[config.mk]
export PLATFORM = sky130hd
export DESIGN_NAME = data_sync_arbiter
export DESIGN_NICKNAME = d
export VERILOG_FILES = /design/src/rtl/data_sync_pkg.sv /design/src/rtl/data_sync_arbiter_rr_pick.sv /design/src/rtl/data_sync_arbiter.sv
export SDC_FILE = /design/constraint.sdc
export NUM_CORES = 1
export LEC_CHECK = 0
export BUFFER_PORTS_ARGS = -buffer_cell sky130_fd_sc_hd__buf_2
export CAP_MARGIN = 5
export CORE_MARGIN = 1.5
export CORE_UTILIZATION = 43
export CTS_CLUSTER_DIAMETER = 80
export CTS_CLUSTER_SIZE = 28
export DETAILED_ROUTE_END_ITERATION = 12
export PLACE_DENSITY = 0.8
export SYNTH_ARGS = -nofsm -noshare
export SYNTH_HDL_FRONTEND = slang
export SYNTH_HIERARCHICAL = 1
export SYNTH_SLANG_ARGS = --single-unit
[constraint.sdc]
create_clock -name clk -period 2.14 [get_ports clk]
set_clock_uncertainty 0.05 [all_clocks]
set_input_delay 0.214 -clock clk [delete_from_list [all_inputs] [get_ports clk]]
set_output_delay 0.214 -clock clk [all_outputs]
set_load 0.03 [all_outputs]
[src/rtl/data_sync_pkg.sv]
// Types and constants shared by the data_sync subsystem: the arbiter state set,
// the common data width, and the tag width derived from the requester count.
package data_sync_pkg;

  typedef enum logic [1:0] {
    IDLE = 2'd0,
    XFER = 2'd1,
    GAP  = 2'd2
  } state_e;

  localparam int DW_DEFAULT   = 8;
  localparam int NREQ_DEFAULT = 4;
  localparam int TAG_W        = $clog2(NREQ_DEFAULT);

  // Index width for n requesters, never narrower than one bit.
  function automatic int tag_width(input int n);
    return (n > 1) ? $clog2(n) : 1;
  endfunction

endpackage

[src/rtl/data_sync_arbiter_rr_pick.sv]
// Combinational round-robin selector: picks the first requester after last_i,
// wrapping modulo N.
module rr_pick
  import data_sync_pkg::*;
#(
  parameter int N  = NREQ_DEFAULT,
  parameter int TW = tag_width(N)
) (
  input  logic [N-1:0]  req_i,
  input  logic [TW-1:0] last_i,
  output logic [TW-1:0] grant_o,
  output logic          any_o
);

  logic [TW-1:0] cand_s;

  // Scan from the farthest candidate down to the nearest so the nearest valid one wins.
  always_comb begin
    grant_o = '0;
    any_o   = 1'b0;
    cand_s  = '0;
    for (int k = N; k >= 1; k--) begin
      cand_s = TW'((int'(last_i) + k) % N);
      if (req_i[cand_s]) begin
        grant_o = cand_s;
        any_o   = 1'b1;
      end else begin
        any_o   = any_o;
      end
    end
  end

endmodule

[src/rtl/data_sync_arbiter.sv]
// Round-robin sequencer sharing one data_sync among NREQ producers, with bursts
// capped at MAX_BURST beats and each synchronised word tagged by its source.
module data_sync_arbiter
  import data_sync_pkg::*;
#(
  parameter int NREQ      = NREQ_DEFAULT,
  parameter int DW        = DW_DEFAULT,
  parameter int MAX_BURST = 4,
  localparam int TW       = tag_width(NREQ)
) (
  input  logic               clk,
  input  logic               rst,
  input  logic [NREQ-1:0]    req_valid,
  input  logic [NREQ*DW-1:0] req_data,
  output logic [NREQ-1:0]    req_ready,
  output logic [DW-1:0]      sync_din,
  output logic               sync_dready,
  input  logic               sync_dready_o,
  output logic [TW-1:0]      out_tag,
  output logic               out_valid,
  output logic               busy
);

  localparam int BCW = $clog2(MAX_BURST + 1);
  localparam logic [BCW-1:0] LAST_BEAT = BCW'(MAX_BURST - 1);

  state_e         state_q, state_d;
  logic [TW-1:0]  owner_q, owner_d;
  logic [TW-1:0]  last_q, last_d;
  logic [BCW-1:0] cnt_q, cnt_d;
  logic [TW-1:0]  tag_q, tag_d;
  logic [TW-1:0]  grant_s;
  logic           any_s;
  logic           beat_s;

  rr_pick #(.N(NREQ), .TW(TW)) u_pick (
    .req_i   (req_valid),
    .last_i  (last_q),
    .grant_o (grant_s),
    .any_o   (any_s)
  );

  // Handshake is gated by rst so a reset cycle never transfers a beat.
  assign beat_s    = !rst && (state_q == XFER) && req_valid[owner_q];
  assign out_valid = sync_dready_o;
  assign out_tag   = tag_q;
  assign busy      = (state_q != IDLE);

  // Drive the owner's handshake and data onto data_sync while transferring.
  always_comb begin
    req_ready   = '0;
    sync_dready = 1'b0;
    sync_din    = '0;
    if (!rst && (state_q == XFER)) begin
      req_ready[owner_q] = 1'b1;
      sync_dready        = req_valid[owner_q];
      if (req_valid[owner_q]) begin
        sync_din = req_data[int'(owner_q) * DW +: DW];
      end else begin
        sync_din = '0;
      end
    end else begin
      req_ready = '0;
    end
  end

  // Next-state logic for arbitration, burst counting and tag alignment.
  always_comb begin
    state_d = state_q;
    owner_d = owner_q;
    last_d  = last_q;
    cnt_d   = cnt_q;
    tag_d   = tag_q;
    case (state_q)
      IDLE: begin
        if (any_s) begin
          owner_d = grant_s;
          cnt_d   = '0;
          state_d = XFER;
        end else begin
          state_d = IDLE;
        end
      end
      XFER: begin
        if (beat_s) begin
          cnt_d = cnt_q + BCW'(1);
          tag_d = owner_q;
          if (cnt_q == LAST_BEAT) begin
            state_d = GAP;
            last_d  = owner_q;
          end else begin
            state_d = XFER;
          end
        end else begin
          state_d = GAP;
          last_d  = owner_q;
        end
      end
      GAP:     state_d = IDLE;
      default: state_d = IDLE;
    endcase
  end

  // State registers; last_owner resets to NREQ-1 so requester 0 goes first.
  always_ff @(posedge clk) begin
    if (rst) begin
      state_q <= IDLE;
      owner_q <= '0;
      last_q  <= TW'(NREQ - 1);
      cnt_q   <= '0;
      tag_q   <= '0;
    end else begin
      state_q <= state_d;
      owner_q <= owner_d;
      last_q  <= last_d;
      cnt_q   <= cnt_d;
      tag_q   <= tag_d;
    end
  end

endmodule

==> impl_metrics.ini <==
[run_status]
status = complete, no violations

[route]
postRouteAntennaNets = 0
wl_per_cell_um = 12.74
wl_um = 2268
drt_drc_violations_left = 0
first_pass_iters = 4
vias = 964
vias_per_cell = 5.416
drt-initial-drc-count = 15

[yosys]
avgSynthCellArea_sq_um = 9.461
yosys_warnings = 6
synth_flop_cell = dfxtp_1
synth_common_cells = dfxtp_1 (11), and3_1 (9), a21oi_1 (8), nor2_1 (7)
synth_cell_types = 33
syn_inst = 98
synth-seq-cells = 11
synth.most_common_cell = dfxtp_1
synth-async-reset-ratio = 0
yosysSeqAreaShare = 0.2375
yosys.area.top_type = dfxtp_1
mappedNetlistArea_sq_um = 927.1
netlist.area_leader.share = 0.2375
yosys-top-cells-area = dfxtp_1 (24%), mux4_2 (15%), mux4_1 (8.5%)
synth_edf_count = 0
synth_nets = 139

[worst_setup_path]
cp-end-kind = primary output
setup.worst_path.start = owner_q[0]$_SDFFE_PP0N_
crit_required_ps = 1880
rr_worst_depth = 3
worst-path-max-fanout = 19
start_kind = flop
timing.rr.start = owner_q[0]$_SDFFE_PP0N_
cp.arrival_ps = 1760
crit_type = flop to primary output

[global_route]
grt_start_max_net_pins = 20
antenna_found_initial = 0
grt_use_met2 = 0.3423
use_met1 = 0.2019
grt_first_pass_wirelength_um = 3643
grt.busiest_layer = met2
use_met3 = 0.06442
gr-total-overflow = 0
grt_pass1_vias = 891
grt_util_all_layers = 0.1944

[cts]
cts_root_buf = clkbuf_4
cts_tree = done
ctsHoldBuffers = 0
clk_latency_ps = 270
cts_buffers = 3
cts_max_level = 1
post-cts-setup-buffers = 0
path_clk_slew_ps = 70
cts_buffer_depth = 2
ctsResizeCount = 0
clkSinkCount = 11

[timing]
worst_slack_ps = 119.5
finalSetupViolations = 0
tns_ps = 0
worst_pin_slew_ps = 645.8
fin_crit_ps = 2021
rsz0062_at_grt = false
whs_ps = 221.0
fmax_ghz = 0.4949
hold_viol = 0
fin_crit_sh = 0.9442
worst_slew_margin_rel = 0.5685
slew_violations = 0

[layout]
fillers = 170
multi_input_area_sq_um = 640.6
seqCellArea_sq_um = 220.2
n_antenna_cell = 0
area.growth.synth_to_final_pct = 34.14
drive_gt1_frac = 0.5099
final_nets = 193
post-route-util = 0.6213

[floorplanning]
ios = 56
die_h_um = 49.44
core_sq_um = 2002
fp.dieW_um = 49.44
initial_core_util = 0.4631
dieArea_sq_um = 2444
rows = 16

[pwr]
ir_drop_mv = 0.3682
p_leak_nw = 0.6291
total_power_uw = 732.7
power_density_nw_per_um2 = 589.1

[place]
place_congestion = 0.7894
portBuffers = 53
post-place-ws_ps = 408.6
place_hpwl_um = 1827

[run]
maxCapViolations = 0

[hold_path]
hold_path_class = input port to flop
hp-start = rst
holdPathStages = 2
[layout make-up]
class                      instances  area share
multi-input combinational         73      0.5151
tap                               27     0.02716
inverter                           5     0.01509
clock buffer                       3     0.01811
timing repair buffer              58      0.2435
clock inverter                     1    0.004024
sequential                        11      0.1771
[state kept, by name, indices dropped and copies added (netlist names)]
register and cells:
cnt_q 3, last_q 2, out_tag 2, owner_q 2, state_q 2
[cells in the final DEF (no fill, tap or decap), types with 2 or more instances in the layout]
cell type  count
ha_1           2
a21bo_2        2
mux4_1         3
a21oi_1        8
clkbuf_4       3
dfxtp_1       11
nand3_1        4
nor3b_1        3
mux2i_1        4
inv_1          5
nand2_1        6
mux4_2         6
buf_4          5
buf_2         53
nand2b_1       4
nor2_1         7
and3_1         9
[routing by layer]
| metal | part of all wire | up-vias | routed length, um |
|---|---|---|---|
| li1 | - | 467 | - |
| met1 | 0.38 | 458 | 861 |
| met2 | 0.54 | 37 | 1223 |
| met3 | 0.071 | 2 | 162 |
| met4 | 0.0093 | 0 | 21 |
| met5 | 0 | - | 0 |
[per-stage QoR]
stage                     area (sq um)  instances
after global routing              1244        178
final                             1244        178
after floorplan                  927.1         98
after global placement            1216        174
after detailed placement          1216        174
after CTS                         1244        178
[worst max-delay path, stage by stage (launching register included)]
cell and delay [ps]:
dfxtp_1 370, mux4_2 690, and2_4 250, buf_2 170
[logic make-up after synthesis]
logic type / Yosys count / share of synthesized area
compound gates: 18 / 0.1498
mux: 13 / 0.2740
simple gates: 40 / 0.2402
flops: 11 / 0.2375
buf+inv: 14 / 0.07153
fa+ha+maj: 2 / 0.02699
[power by group]
part           total, mW  internal (mW)  switching (mW)  leakage [nW]
registers          0.250          0.228          0.0227        0.0899
logic              0.337          0.160           0.177         0.521
clock network      0.145         0.0693          0.0760        0.0177
total              0.733          0.457           0.276         0.629
[final timing paths]
check                                  to  slack [ps]
setup / recovery              sync_dready         120
hold / removal    owner_q[1]$_SDFFE_PP0N_         220
setup reg to reg    cnt_q[2]$_SDFFE_PP0P_         400
hold reg to reg     cnt_q[0]$_SDFFE_PP0P_         430
No activity file was read; power rests on OpenSTA's default activity.
